## src/rtl/fixed_point_divider.sv

```systemverilog
// Sequential signed fixed-point divider. It computes a/b in the same Q format as its
// operands, rounding to nearest and saturating the result.
// It uses one restoring step per cycle, so latency is constant and independent of the data.
// Ports:
//   clk, rst         clock and asynchronous active-low reset
//   start_flag       start request, sampled only in IDLE
//   a, b             signed dividend and divisor, captured when a start is accepted
//   Div_result       signed rounded/saturated quotient, held until the next valid
//   valid            one-cycle pulse when Div_result and the flags update
//   busy             high while a division is in flight (DIV and FIN)
//   overflow         result was saturated
//   div_by_zero      divisor was zero
module fixed_point_divider #(
   parameter int unsigned bitsize   = 14,
   parameter int unsigned FRAC_BITS = 9
) (
   input  logic                      clk,
   input  logic                      rst,
   input  logic                      start_flag,
   input  logic signed [bitsize-1:0] a,
   input  logic signed [bitsize-1:0] b,
   output logic signed [bitsize-1:0] Div_result,
   output logic                      valid,
   output logic                      busy,
   output logic                      overflow,
   output logic                      div_by_zero
);

   localparam int unsigned QW = bitsize + FRAC_BITS;
   localparam int unsigned RW = bitsize + 1;
   localparam int unsigned CW = $clog2(QW);

   localparam logic [QW:0]        MAG_POS_MAX = (QW+1)'((2 ** (bitsize - 1)) - 1);
   localparam logic [QW:0]        MAG_NEG_MAX = (QW+1)'(2 ** (bitsize - 1));
   localparam logic [bitsize-1:0] RES_MAX     = {1'b0, {(bitsize - 1){1'b1}}};
   localparam logic [bitsize-1:0] RES_MIN     = {1'b1, {(bitsize - 1){1'b0}}};

   typedef enum logic [1:0] {S_IDLE, S_DIV, S_FIN} state_t;

   state_t             state_q, state_d;
   logic               sign_q, sign_d;
   logic               bzero_q, bzero_d;
   logic [bitsize-1:0] divisor_q, divisor_d;
   logic [QW-1:0]      dq_q, dq_d;        // dividend shifts out MSB-first, quotient shifts in
   logic [RW-1:0]      rem_q, rem_d;
   logic [CW-1:0]      cnt_q, cnt_d;
   logic [bitsize-1:0] result_q, result_d;
   logic               valid_q, valid_d;
   logic               busy_q, busy_d;
   logic               ovf_q, ovf_d;
   logic               dz_q, dz_d;

   // Operand magnitudes; the most negative value maps exactly onto 2^(bitsize-1).
   logic [bitsize-1:0] a_abs, b_abs;
   assign a_abs = a[bitsize-1] ? (~a + 1'b1) : a;
   assign b_abs = b[bitsize-1] ? (~b + 1'b1) : b;

   // Restoring step and final rounding arithmetic.
   logic [RW-1:0]      rem_shift, rem_sub;
   logic               step_ge, round_up;
   logic [QW:0]        mag;
   logic [bitsize-1:0] mag_lo;

   assign rem_shift = {rem_q[RW-2:0], dq_q[QW-1]};
   assign step_ge   = rem_shift >= {1'b0, divisor_q};
   assign rem_sub   = rem_shift - {1'b0, divisor_q};
   assign round_up  = {rem_q, 1'b0} >= {2'b00, divisor_q};
   assign mag       = {1'b0, dq_q} + (QW+1)'(round_up);
   assign mag_lo    = mag[bitsize-1:0];

   // Next-state and datapath.
   always_comb begin
      state_d   = state_q;
      sign_d    = sign_q;
      bzero_d   = bzero_q;
      divisor_d = divisor_q;
      dq_d      = dq_q;
      rem_d     = rem_q;
      cnt_d     = cnt_q;
      result_d  = result_q;
      valid_d   = 1'b0;
      ovf_d     = ovf_q;
      dz_d      = dz_q;

      unique case (state_q)
         S_IDLE: begin
            if (start_flag) begin
               sign_d    = a[bitsize-1] ^ b[bitsize-1];
               bzero_d   = (b == '0);
               divisor_d = b_abs;
               dq_d      = {a_abs, {FRAC_BITS{1'b0}}};
               rem_d     = '0;
               cnt_d     = '0;
               state_d   = S_DIV;
            end
         end
         S_DIV: begin
            rem_d = step_ge ? rem_sub : rem_shift;
            dq_d  = {dq_q[QW-2:0], step_ge};
            cnt_d = cnt_q + 1'b1;
            if (cnt_q == CW'(QW - 1)) begin
               state_d = S_FIN;
            end
         end
         S_FIN: begin
            valid_d = 1'b1;
            state_d = S_IDLE;
            dz_d    = bzero_q;
            if (bzero_q) begin
               // Sign equals sign(a) here because b is +0.
               ovf_d    = 1'b1;
               result_d = sign_q ? RES_MIN : RES_MAX;
            end else if (!sign_q && (mag > MAG_POS_MAX)) begin
               ovf_d    = 1'b1;
               result_d = RES_MAX;
            end else if (sign_q && (mag > MAG_NEG_MAX)) begin
               ovf_d    = 1'b1;
               result_d = RES_MIN;
            end else begin
               ovf_d    = 1'b0;
               result_d = sign_q ? (~mag_lo + 1'b1) : mag_lo;
            end
         end
         default: state_d = S_IDLE;
      endcase

      busy_d = (state_d != S_IDLE);
   end

   // State and output registers.
   always_ff @(posedge clk or negedge rst) begin
      if (!rst) begin
         state_q   <= S_IDLE;
         sign_q    <= 1'b0;
         bzero_q   <= 1'b0;
         divisor_q <= '0;
         dq_q      <= '0;
         rem_q     <= '0;
         cnt_q     <= '0;
         result_q  <= '0;
         valid_q   <= 1'b0;
         busy_q    <= 1'b0;
         ovf_q     <= 1'b0;
         dz_q      <= 1'b0;
      end else begin
         state_q   <= state_d;
         sign_q    <= sign_d;
         bzero_q   <= bzero_d;
         divisor_q <= divisor_d;
         dq_q      <= dq_d;
         rem_q     <= rem_d;
         cnt_q     <= cnt_d;
         result_q  <= result_d;
         valid_q   <= valid_d;
         busy_q    <= busy_d;
         ovf_q     <= ovf_d;
         dz_q      <= dz_d;
      end
   end

   assign Div_result  = result_q;
   assign valid       = valid_q;
   assign busy        = busy_q;
   assign overflow    = ovf_q;
   assign div_by_zero = dz_q;

endmodule

```

## config.mk

```make
export PLATFORM = sky130hd
export DESIGN_NAME = fixed_point_divider
export DESIGN_NICKNAME = d
export VERILOG_FILES = /design/src/rtl/fixed_point_divider.sv
export SDC_FILE = /design/constraint.sdc
export NUM_CORES = 1
export LEC_CHECK = 0
export ABC_CLOCK_PERIOD_IN_PS = 11700
export CAP_MARGIN = 30
export CORE_UTILIZATION = 45
export CTS_CLUSTER_SIZE = 8
export DETAILED_ROUTE_END_ITERATION = 6
export PLACE_DENSITY = 0.7
export REMOVE_ABC_BUFFERS = 1
export SYNTH_ARGS = -nofsm -noshare
export SYNTH_HDL_FRONTEND = slang
export SYNTH_SLANG_ARGS = --single-unit
```

## constraint.sdc

```tcl
create_clock -name clk -period 11.7 [get_ports clk]
set_input_delay 1.755 -clock clk [delete_from_list [all_inputs] [get_ports clk]]
set_output_delay 1.755 -clock clk [all_outputs]
set_load 0.02 [all_outputs]
```

==> reports/qor.yml <==
sta:
  finalSetupTns_ps: 0
  rsz0062_at_grt: "no"
  fin_skew_ps: 5.68
  relSlewSlack_pct: 47.4
  fin_crit_sh_pct: 39.9
  fmax_ghz: 0.214
  worstMarginPinSlew_ps: 789
  setup_viol: 0
  slew_viol_final: 0
  hold_violations: 0
  min_period_ps: 4670
  holdWs_ps: 476
logic_synthesis:
  ys.flop_type: "dfrtp_1"
  yosys_register_bits: 79
  syn_avg_cell_area_um2: 8.96
  ys_warn_count: 0
  synthSimpleGateAreaFrac_pct: 20.6
  yosysMostFrequentCell: "nand2_1"
  synth_top_family_by_area: "compound AO/OA/AOI/OAI gates"
  async_reset_ff_share_pct: 100
  yosys-top-cells-area: "dfrtp_1, o21ai_0, nand2_1, ha_1, xnor2_1"
  ys_top_cells_by_count: "nand2_1, dfrtp_1, o21ai_0"
  ys_types: 79
  syn_area_mm2: 0.00576
  synth_fa_ha_area_share_pct: 5.13
  netlist.top_cell.by_area: "dfrtp_1"
  synthMuxAreaShare_pct: 3.33
  synth_top_area_share_pct: 34.3
  synth_edf_count: 0
  yosysSeqAreaShare_pct: 34.3
  synth_xor_area_share_pct: 8.52
  synth-compound-area-share_pct: 21.1
  netlist_instances: 642
place:
  port_buffers: 48
  hpwl_um: 9190
  postPlaceCellArea_mm2: 0.00619
  globalplace.congestion: 0.847
  dp_cells: 826
clocking:
  hold_buffers: 0
  cts-buffers-inserted: 9
  clockBufferDepth: 2
  path_clk_slew_ps: 50
  clk_latency_ps: 340
  cts_resized: 0
  postCtsSetupRepairBufs: 0
  tritoncts: "done"
  clock_sinks: 79
  root_buffer: "clkbuf_16"
  cts_max_level: 3
setup_path:
  r2r-start: "divisor_q[5]"
  cp-startpoint: "divisor_q[5]"
  slowest_delay_ps: 530
  cp.arrival_ps: 4860
  path_cells: "inv_1, ha_1, and3_1, nand2_1, o21bai_1, a21oi_1, o21a_1, o21ai_0, nand2_1, ha_1, ha_1, and4_4, nand4_4, nor3_1, mux2i_1, nand4_4, or4_4, a21oi_4, a211oi_2"
  r2r_end: "Div_result[2]"
  path_common_cell: "ha_1"
  rrSetupSlack_ps: 7030
  startpoint_type: "flop"
  worstPathMaxFanout: 12
  r2r_cells: 19
  crit_slowest_cell: "or4_4"
  required_ps: 11890
  crit_path_end_kind: "flop"
  path_class: "reg2reg"
  crit_end: "Div_result[2]"
floorplanning:
  start_util_pct: 46.9
  ios: 49
  coreArea_mm2: 0.0123
  die_area_mm2: 0.0132
  die_w_um: 115
  num_rows: 40
  die_h_um: 115
global_route:
  grt_pass1_wl_um: 21200
  overflow: 0
  grtUsageTotal_pct: 20.1
  grt_max_degree: 80
  grt_pass1_vias: 4545
  antenna_found_initial: 0
routing:
  wl_per_cell_um: 14.7
  met3_length_um: 440
  viasPerCell: 5.51
  wl_met1_um: 5460
  drtPass1Iterations: 4
  vias: 4632
  postRouteAntennaNets: 0
  routed_wl_um: 12400
  dr_wl_met2_um: 6350
  highest_layer: "met4"
  drcViolationCount: 0
  drtIter0Drc: 265
power_and_ir_drop:
  p_sw_share_pct: 44.6
  leakage_uw: 0.00275
  ir_drop_mv: 0.119
  p_int_uw: 1020
  power_density_mw_per_mm2: 284
  combinationalPowerShare_pct: 57.4
  switchingPower_uw: 820
  p_clk_share_pct: 13.8
  p_seq_share_pct: 28.8
layout:
  fill_cells: 1127
  area_growth_pct: 12.6
  fin_nets: 724
  drive_above_1_share_pct: 8.17
  seqCellArea_mm2: 0.00198
  stdcell_area_mm2: 0.00648
  multi_input_area_mm2: 0.00338
  n_antenna_cell: 0
  final_cell_count_no_fill: 841
job:
  cap_viol_max_count: 0
run_status:
  status: "complete, no violations"
worst_hold_path:
  hold_class: "reg2reg"
-- kinds of logic (layout without fill, tap and decap cells) --
| kind of cell | Yosys count | in the layout |
|---|---|---|
| XOR/XNOR | 56 | 56 |
| flip-flops | 79 | 79 |
| AND/OR/NAND/NOR | 223 | 223 |
| multiplexers | 19 | 19 |
| adder cells (fa/ha/maj) | 23 | 23 |
| AO/OA/AOI/OAI | 176 | 176 |
| buffers and inverters | 66 | 97 |
-- worst min-delay path by stage --
| stage | to | cells past startpoint | startpoint |
|---|---|---|---|
| final | divisor_q[13] | 2 | divisor_q[13] |
| after global routing | Div_result[13] | 1 | Div_result[13] |
| after CTS | divisor_q[13] | 2 | divisor_q[13] |
| after detailed placement | divisor_q[13] | 2 | divisor_q[13] |
| after global placement | divisor_q[13] | 2 | divisor_q[13] |
| after floorplan | divisor_q[13] | 2 | divisor_q[13] |
-- power groups by stage --
stage	Combinational, uW	Sequential (uW)	Clock (uW)
4_1_cts	1060	529	260
2_1_floorplan	811	507	0
3_5_place_dp	1050	531	0
6_report	1060	530	253
5_1_grt	1180	550	271
3_3_place_gp	1020	525	0
-- layout make-up --
cell class	count	area share [%]
Multi-Input combinational cell	497	52.1
Sequential cell	79	30.5
Timing Repair Buffer	53	8.27
Clock buffer	13	4.02
Tap cell	168	3.24
Inverter	30	1.74
Clock inverter	1	0.0772
-- routing by layer --
metal	vias up	global-route usage (%)
met5	-	0
met4	0	5.71
met3	11	4.48
met2	90	36.6
met1	2198	23.7
li1	2333	-
-- registers in the layout, indices dropped and copies added, names as in the netlist --
signal,cells
dq_q,23
rem_q,15
Div_result,14
divisor_q,14
cnt_q,5
state_q,2
busy,1
bzero_q,1
div_by_zero,1
overflow,1
sign_q,1
valid,1
-- cell usage in the layout (no fill, tap or decap), types with 3 or more instances in the layout --
| cell | n |
|---|---|
| nand2_1 | 85 |
| dfrtp_1 | 79 |
| o21ai_0 | 65 |
| clkdlybuf4s50_1 | 47 |
| nor2_1 | 33 |
| inv_1 | 29 |
| xnor2_1 | 29 |
| xor2_1 | 27 |
| ha_1 | 22 |
| nand3_1 | 21 |
| a21oi_1 | 19 |
| mux2i_1 | 18 |
| a22oi_1 | 12 |
| a21o_1 | 11 |
| and3_1 | 11 |
| or3_1 | 10 |
| o21a_1 | 9 |
| clkbuf_16 | 9 |
| nor3_1 | 8 |
| a211oi_2 | 8 |
| o31ai_1 | 8 |
| nand4_1 | 7 |
| nand2b_1 | 6 |
| nor2b_1 | 6 |
| a211oi_1 | 5 |
| o41ai_1 | 5 |
| buf_4 | 5 |
| and2_1 | 4 |
| a31oi_1 | 4 |
| or4_1 | 4 |
| o21bai_1 | 3 |
| o2111ai_1 | 3 |
| nor4_1 | 3 |
-- worst max-delay path: cells and delay by family (launching register included) --
kind                       cells  cell delay (ps)
AOI/OAI and AO/OA              6             1090
adders and majority gates      3              910
buffers and inverters          1               50
DFF                            1              360
muxes                          1              330
and+or+nand+nor                8             1760
-- per-stage QoR --
| step | worst slack (ps) | power [uW] | utilization, % |
|---|---|---|---|
| 6_report | 7030 | 1840 | 52.8 |
| 3_3_place_gp | 7230 | 1540 | 50.4 |
| 5_1_grt | 6660 | 2000 | 52.8 |
| 4_1_cts | 7050 | 1850 | 52.6 |
| 2_1_floorplan | 7520 | 1320 | - |
| 3_5_place_dp | 7060 | 1580 | 50.4 |
(Power assumes the default switching activity.)
